`src/rtl/temp_sensor_reader.sv`:
```
// temp_sensor_reader
//   Periodically reads an 8-bit serial temperature sensor over a 3-wire link
//   (cs_n / sclk / sdo, MSB first, sampled on sclk rise). Each reading is
//   range-checked: 8'hFF means an open line and is flagged as an error.
//   Otherwise the reading is saturated to 0..31 and published on
//   `temperature` together with a one-cycle `temp_valid` strobe.
//
//   Optional macro TEMP_AVG_EN: publish a 4-entry moving average of the
//   saturated samples instead of the raw sample. The first good sample after
//   reset fills all four entries. Latency is the same with or without it.
//
// Parameters
//   SCLK_DIV        clk cycles per sensor_sclk half-period (>= 2)
//   SAMPLE_INTERVAL clk cycles from one conversion start to the next
// Ports
//   clk, rst_n      system clock, asynchronous active-low reset
//   enable          run periodic conversions; low aborts any frame at once
//   sensor_sdo      serial data from the sensor
//   sensor_cs_n     sensor chip select (active low)
//   sensor_sclk     sensor serial clock (idles low)
//   temperature     processed temperature, unsigned degC, 0..31
//   temp_valid      one-cycle strobe: temperature updated
//   sensor_err      sticky: last completed frame was an open-line read
module temp_sensor_reader #(
  parameter int SCLK_DIV        = 4,
  parameter int SAMPLE_INTERVAL = 1000
) (
  input  logic       clk,
  input  logic       rst_n,
  input  logic       enable,
  input  logic       sensor_sdo,
  output logic       sensor_cs_n,
  output logic       sensor_sclk,
  output logic [4:0] temperature,
  output logic       temp_valid,
  output logic       sensor_err
);

  localparam int DW = $clog2(SCLK_DIV);
  // Interval counter saturates at SAMPLE_INTERVAL-1, so it never needs more.
  localparam int IW = (SAMPLE_INTERVAL > 2) ? $clog2(SAMPLE_INTERVAL) : 1;

  typedef enum logic [1:0] {IDLE, SELECT, SHIFT, DONE} state_t;

  state_t          state_q, state_d;
  logic [DW-1:0]   div_cnt;
  logic [IW-1:0]   iv_cnt;
  logic [2:0]      fall_cnt;
  logic [7:0]      raw;
  logic            enable_q;

  logic            div_last, expire, en_rise, start;
  logic [4:0]      sat, temp_next;

  assign div_last = (div_cnt == DW'(SCLK_DIV - 1));
  assign expire   = (iv_cnt == IW'(SAMPLE_INTERVAL - 1));
  assign en_rise  = enable & ~enable_q;
  assign start    = (state_q == IDLE) && (state_d == SELECT);
  assign sat      = (raw > 8'd31) ? 5'd31 : raw[4:0];

`ifdef TEMP_AVG_EN
  // hist[3] is the oldest entry; sum_q always equals the sum of hist.
  logic [3:0][4:0] hist;
  logic [6:0]      sum_q, sum_d;
  logic            primed;

  always_comb begin
    sum_d = {sat, 2'b00};
    if (primed) sum_d = sum_q - {2'b00, hist[3]} + {2'b00, sat};
  end
  assign temp_next = sum_d[6:2];
`else
  assign temp_next = sat;
`endif

  // Next-state logic
  always_comb begin
    state_d = state_q;
    if (!enable) begin
      state_d = IDLE;
    end else begin
      unique case (state_q)
        IDLE:    if (expire || en_rise) state_d = SELECT;
        SELECT:  if (div_last) state_d = SHIFT;
        // sclk high + div_last means a falling edge; fall_cnt==7 -> the 8th
        SHIFT:   if (div_last && sensor_sclk && fall_cnt == 3'd7) state_d = DONE;
        DONE:    state_d = IDLE;
        default: state_d = IDLE;
      endcase
    end
  end

  always_ff @(posedge clk or negedge rst_n) begin
    if (!rst_n) begin
      state_q     <= IDLE;
      div_cnt     <= '0;
      iv_cnt      <= '0;
      fall_cnt    <= '0;
      raw         <= '0;
      enable_q    <= 1'b0;
      sensor_cs_n <= 1'b1;
      sensor_sclk <= 1'b0;
      temperature <= 5'd20;
      temp_valid  <= 1'b0;
      sensor_err  <= 1'b0;
`ifdef TEMP_AVG_EN
      hist        <= '0;
      sum_q       <= '0;
      primed      <= 1'b0;
`endif
    end else begin
      state_q    <= state_d;
      enable_q   <= enable;
      temp_valid <= 1'b0;
      if (!enable) begin
        // Abort: drop the link immediately, leave results untouched.
        sensor_cs_n <= 1'b1;
        sensor_sclk <= 1'b0;
        iv_cnt      <= '0;
      end else begin
        if (start)        iv_cnt <= '0;
        else if (!expire) iv_cnt <= iv_cnt + 1'b1;

        if (state_q == SELECT || state_q == SHIFT)
          div_cnt <= div_last ? '0 : div_cnt + 1'b1;

        unique case (state_q)
          IDLE: begin
            div_cnt  <= '0;
            fall_cnt <= '0;
            if (start) sensor_cs_n <= 1'b0;
          end
          SELECT: begin
            // First rise; the sensor has presented the MSB since cs_n fell.
            if (div_last) begin
              sensor_sclk <= 1'b1;
              raw         <= {raw[6:0], sensor_sdo};
            end
          end
          SHIFT: begin
            if (div_last) begin
              sensor_sclk <= ~sensor_sclk;
              if (!sensor_sclk) begin
                raw <= {raw[6:0], sensor_sdo};
              end else begin
                fall_cnt <= fall_cnt + 1'b1;
                if (fall_cnt == 3'd7) sensor_cs_n <= 1'b1;
              end
            end
          end
          DONE: begin
            if (raw == 8'hFF) begin
              sensor_err <= 1'b1;
            end else begin
              sensor_err  <= 1'b0;
              temperature <= temp_next;
              temp_valid  <= 1'b1;
`ifdef TEMP_AVG_EN
              hist   <= primed ? {hist[2:0], sat} : {4{sat}};
              sum_q  <= sum_d;
              primed <= 1'b1;
`endif
            end
          end
          default: ;
        endcase
      end
    end
  end

endmodule

```
`config.mk`:
```
export PLATFORM = sky130hd
export DESIGN_NAME = temp_sensor_reader
export DESIGN_NICKNAME = d
export VERILOG_FILES = /design/src/rtl/temp_sensor_reader.sv
export SDC_FILE = /design/constraint.sdc
export NUM_CORES = 1
export LEC_CHECK = 0
export CAP_MARGIN = 20
export CELL_PAD_IN_SITES_DETAIL_PLACEMENT = 0
export CELL_PAD_IN_SITES_GLOBAL_PLACEMENT = 1
export CORE_MARGIN = 2
export CORE_UTILIZATION = 40
export DETAILED_ROUTE_END_ITERATION = 8
export PLACE_DENSITY = 0.81
export RECOVER_POWER = 100
export SYNTH_ARGS = -nofsm -noshare
export SYNTH_HDL_FRONTEND = slang
export SYNTH_SLANG_ARGS = --single-unit
```
`constraint.sdc`:
```
create_clock -name clk -period 2.06 [get_ports clk]
set_input_delay 0.515 -clock clk [delete_from_list [all_inputs] [get_ports clk]]
set_output_delay 0.515 -clock clk [all_outputs]
set_load 0.01 [all_outputs]
```
==> impl_metrics.yaml, run 1 <==
outcome:
  status: "complete, no violations"
logic_synthesis:
  yosysSeqAreaShare_pct: 51.3
  synth_flop_cell: "dfrtp_1"
  synth-async-reset-ratio_pct: 100
  netlist_area_mm2: 0.00172
  ys_warn_count: 0
  synth_cell_types: 46
  syn_nets: 172
  ys_seq_elements: 35
  synth-edff-count: 0
  synth_cells: 164
  syn_area_per_cell_um2: 10.5
clock_tree:
  cts_hold_buf: 0
  cts.sinks: 35
  numCtsBuffers: 5
  post_cts.repair.setup_buffers: 0
  cts_resized: 0
  root_buffer: "clkbuf_8"
  ctsLongestPathBuffers: 2
  clk_pin_slew_ns: 0.07
  h-tree-depth: 2
  cts_tree: "built"
  insertion_delay_ns: 0.28
setup_path:
  worst-endpoint-required_ns: 1.54
  cp-start-kind: "flip-flop"
  r2r_cells: 5
  critPathBufInv: 1
  path_delay_family: "buffers and inverters"
  crit_type: "reg -> out"
  arrival_ns: 1.40
  cpPeakStageDelay_ns: 0.60
  cp_slowest_cell: "dlygate4sd3_1"
  cp_max_fo: 2
  crit_chain: "dlygate4sd3_1"
  crit_cells: 1
  crit_path_end_kind: "primary output"
drt:
  drtAntennaViolNets: 0
  viasPerCell: 5.35
  vias: 1237
  wire_per_inst_um: 13.4
  drc: 0
  drt_iter0_markers: 66
  drt_pass1_iterations: 4
  wirelength_um: 3100
timing:
  fmax_mhz: 521
  setup_viol_count_final: 0
  hold_ws_ns: 0.475
  fin_crit_ns: 1.92
  finalClockSkew_ns: 0.00361
  slew_headroom_pct: 43.8
  timing.final.hold_violations: 0
  worst_slew_pin_slew_ns: 0.844
  finalCritPeriodShare_pct: 93.1
  fin_tns_setup_ns: 0
  slew_viol_final: 0
  rsz0062_at_grt: "no"
power_and_ir_drop:
  ir_drop_mv: 0.302
  seqPwrFrac_pct: 53.3
  p_clk_share_pct: 39.7
  sw_frac_of_total_pct: 22.3
  p_comb_share_pct: 6.9
  leakagePower_uw: 0.000904
  p_switching_uw: 302
  power_density_mw_per_mm2: 691
  intPower_uw: 1050
grt:
  use_met2_pct: 21.5
  use_met1_pct: 19.6
  grt_pass1_wl_um: 5490
  busiest_layer: "met2"
  grt_pass1_vias: 1177
  grt_util_all_layers_pct: 14.2
  grt_max_degree: 36
  grt_overflow: 0
  use_met3_pct: 3.63
  antenna_found_initial: 0
floorplanning:
  io_pins: 13
  die_w_um: 69.5
  die_y_um: 69.5
  row_count: 23
  die_area_mm2: 0.00483
  coreArea_mm2: 0.00406
  initial_core_util_pct: 42.3
layout:
  drive_above_1_share_pct: 11.6
  post-route-util_pct: 48.3
  nets: 188
  most-common-layout-cells: "dfrtp_1, nor2_1, nand2_1, dlygate4sd3_1, o21ai_0"
  syn_to_final_growth_pct: 14.2
  layout_commonest_cell: "dfrtp_1"
  antenna_cells: 0
  postLayoutCellArea_mm2: 0.00196
  nFillCells: 373
placed_design:
  io_buffers: 12
  placed_cell_area_mm2: 0.00188
  dp_hpwl_um: 2190
  gp_congestion: 0.738
hold_path:
  min_path_cells: 2
  hp-class: "reg -> reg"
run:
  cap_violations: 0
[cells in the mapped netlist (2+ instances only)]
cell type / number / area share, %
o21ai_0: 10 / 2.9
nor2_1: 20 / 4.4
clkbuf_1: 2 / 0.44
mux2_1: 8 / 5.3
dfrtp_1: 32 / 47
xnor2_1: 3 / 1.5
buf_4: 3 / 1.3
a22o_1: 5 / 2.6
and3_1: 2 / 0.73
o221ai_1: 2 / 1.0
nand3_1: 4 / 1.2
nand4_1: 4 / 1.5
or3b_1: 2 / 1.0
a21boi_0: 2 / 0.88
nand2b_1: 3 / 1.1
and2_1: 2 / 0.73
a21oi_1: 2 / 0.58
dfstp_2: 3 / 4.6
xor2_1: 3 / 1.5
nand2_1: 18 / 3.9
ha_1: 4 / 2.9
nor3_1: 3 / 0.88
inv_1: 4 / 0.88
[kinds of logic after synthesis]
| logic type | share of synthesized area [%] |
|---|---|
| flops | 51.3 |
| simple gates | 20.2 |
| compound gates | 12.8 |
| mux | 5.91 |
| buf+inv | 3.86 |
| xor+xnor | 3.06 |
| fa+ha+maj | 2.92 |
[worst min-delay path, cell delays in order, from the launching register on]
cell     delay (ns)
dfrtp_1        0.34
nand2_1        0.05
o21ai_0        0.06
[registers in the layout, summed over array words and instances (netlist names)]
signal       flops
iv_cnt          10
raw              8
temperature      5
fall_cnt         3
div_cnt          2
state_q          2
enable_q         1
sensor_cs_n      1
sensor_err       1
sensor_sclk      1
temp_valid       1
[stage by stage]
step / setup slack, ns / total power, µW / std cells
4_1_cts: 0.192 / 1380 / 231
5_1_grt: 0.0879 / 1410 / 231
2_1_floorplan: 0.560 / 790 / 164
6_report: 0.142 / 1350 / 231
3_5_place_dp: 0.0316 / 835 / 223
3_3_place_gp: 0.120 / 831 / 223
[worst paths after layout]
| kind | slack (ns) | startpoint | endpoint |
|---|---|---|---|
| max | 0.14 | sensor_cs_n | sensor_cs_n |
| min | 0.47 | temperature[0] | temperature[0] |
| max reg2reg | 0.27 | iv_cnt[0] | iv_cnt[0] |
| min reg2reg | 0.47 | temperature[0] | temperature[0] |
| max in group asynchronous | 0.67 | rst_n | temp_valid |
| min in group asynchronous | 0.86 | rst_n | iv_cnt[8] |
[final cells by class]
type	instances	area, µm²	area share (%)
Sequential cell	35	880	44.9
Multi-Input combinational cell	117	754	38.5
Timing Repair Buffer	17	148	7.54
Clock buffer	8	100	5.11
Tap cell	50	62.6	3.19
Inverter	4	15.0	0.766
[routing by layer]
metal	share of wire, %	up-vias
met3	3.1	5
li1	-	612
met4	0.97	0
met1	46	600
met2	50	20
met5	0	-
[power by group through the flow]
stage | clock, µW | combinational, µW | sequential (µW)
after floorplan | 0 | 56.9 | 733
after global routing | 579 | 110 | 724
after detailed placement | 0 | 101 | 734
after global placement | 0 | 97.3 | 734
final | 538 | 94.0 | 722
after CTS | 553 | 101 | 721
Note: power is estimated with default switching activity, not from simulation.
==> inputs of run 2 (changes only) <==
--- a/config.mk
+++ b/config.mk
@@ -11,7 +11,7 @@
 export CORE_MARGIN = 2
 export CORE_UTILIZATION = 40
 export DETAILED_ROUTE_END_ITERATION = 8
-export PLACE_DENSITY = 0.81
+export PLACE_DENSITY = 0.84
 export RECOVER_POWER = 100
 export SYNTH_ARGS = -nofsm -noshare
 export SYNTH_HDL_FRONTEND = slang
==> constraint.sdc (replaced) <==
create_clock -name clk -period 1.6 [get_ports clk]
set_input_delay 0.4 -clock clk [delete_from_list [all_inputs] [get_ports clk]]
set_output_delay 0.4 -clock clk [all_outputs]
set_load 0.01 [all_outputs]
==> run 2 against run 1 <==
Against the previous run:
- worst hold slack got worse by 0.0022 ns
- wire length up 5.9%
- clock-buffer cell count down 1
- flip-flop and latch count unchanged
==> impl_metrics.yaml, run 2 (synthesis results as in run 1) <==
outcome:
  status: "complete, no violations"
clock_tree:
  numCtsBuffers: 5
  cts_tree: "built"
  clk_pin_slew_ns: 0.06
  cts.sinks: 35
  h-tree-depth: 2
  ctsLongestPathBuffers: 2
  root_buffer: "clkbuf_8"
  insertion_delay_ns: 0.28
hold_path:
  hp-class: "reg -> reg"
  min-delay-start: "temperature[2]"
  min_path_cells: 2
  hold_path_end: "temperature[2]"
drt:
  drt_pass1_iterations: 4
  drt_iter0_markers: 46
  drtAntennaViolNets: 0
  vias: 1267
  wirelength_um: 3280
  wire_per_inst_um: 13.7
  viasPerCell: 5.28
  drc: 0
setup_path:
  cp_max_fo: 1
  critPathBufInv: 1
  cp_slowest_cell: "clkdlybuf4s50_1"
  path_delay_family: "buffers and inverters"
  cpPeakStageDelay_ns: 0.52
  crit_type: "reg -> out"
  r2r_end: "raw[3]"
  r2r_cells: 5
  worst-endpoint-required_ns: 1.20
  cp-start-kind: "flip-flop"
  crit_start: "temp_valid"
  arrival_ns: 1.12
  r2r_slack_ns: 0.10
  crit_chain: "clkdlybuf4s50_1"
  crit_path_end_kind: "primary output"
  crit_cells: 1
  timing.rr.start: "state_q[0]"
power_and_ir_drop:
  leakagePower_uw: 0.000960
  ir_drop_mv: 0.513
  fin_total_pwr_uw: 1830
  power_density_mw_per_mm2: 885
timing:
  finalClockSkew_ns: 0.00419
  finalCritPeriodShare_pct: 95.1
  slew_viol_final: 0
  fmax_mhz: 657
  rsz0062_at_grt: "no"
  hold_ws_ns: 0.473
  worst_slew_pin_slew_ns: 0.862
  fin_crit_ns: 1.52
  setup_viol_count_final: 0
  slew_headroom_pct: 42.5
  timing.final.hold_violations: 0
placed_design:
  dp_hpwl_um: 2430
  io_buffers: 12
  placed_cell_area_mm2: 0.00196
  gp_congestion: 0.746
grt:
  antenna_found_initial: 0
  grt_overflow: 0
  grt_max_degree: 36
  grt_util_all_layers_pct: 15.2
  grt_pass1_wl_um: 5930
  grt_pass1_vias: 1303
layout:
  top_register: "iv_cnt"
  syn_to_final_growth_pct: 20.4
  layout_commonest_cell: "dfrtp_1"
  drive_above_1_share_pct: 18.4
  largest_register_ffs: 10
  most-common-layout-cells: "dfrtp_1, nor2_1, nand2_1, o21ai_0, buf_4"
  nets: 197
  postLayoutCellArea_mm2: 0.00206
  post-route-util_pct: 50.9
  largestRegisters: "iv_cnt: 10 flops, raw: 8 flops, temperature: 5 flops"
  antenna_cells: 0
floorplanning:
  die_area_mm2: 0.00483
  die_w_um: 69.5
  coreArea_mm2: 0.00406
  initial_core_util_pct: 42.3
  io_pins: 13
  die_y_um: 69.5
  row_count: 23
run:
  cap_violations: 0
run 2: how the worst max path moves through the flow:
stage	to	slack [ns]
2_1_floorplan	iv_cnt[2]	0.10
3_3_place_gp	raw[0]	-0.09
3_5_place_dp	raw[3]	-0.15
4_1_cts	sensor_sclk	0.01
5_1_grt	raw[3]	0.006
6_report	temp_valid	0.08
run 2: timing repair:
action | CTS | global route
setup endpoints to repair | 5 | 18
hold buffers | 0 | 0
setup buffers | 1 | 1
gates resized for setup | 4 | 8
pin swaps | 0 | 1
run 2: final cells by class:
cell class | instances | area [µm²]
Clock buffer | 7 | 76.3
Clock inverter | 1 | 30.0
Fill cell | 366 | 1990
Inverter | 4 | 15.0
Multi-Input combinational cell | 117 | 774
Sequential cell | 35 | 881
Tap cell | 50 | 62.6
Timing Repair Buffer | 26 | 225
run 2: metrics by stage:
stage	setup TNS, ns	setup slack [ns]	cells
3_5_place_dp	-1.34	-0.145	230
6_report	0	0.0783	240
2_1_floorplan	0	0.100	164
5_1_grt	0	0.00558	240
4_1_cts	0	0.0117	239
3_3_place_gp	-0.868	-0.0941	230
run 2: layer usage:
metal  global-route usage [%]  part of all wire, %  vias up
li1                         -                    -      628
met1                     18.5                   46      620
met2                     25.3                   49       15
met3                     5.09                  3.8        4
met4                     5.23                  1.1        0
met5                        0                    0        -
run 2: power breakdown:
group | internal (µW) | switching [µW] | leakage [µW] | total [µW]
logic | 62.6 | 75.2 | 0.000438 | 138
registers | 910 | 20.5 | 0.000470 | 931
clock network | 466 | 293 | 0.0000524 | 758
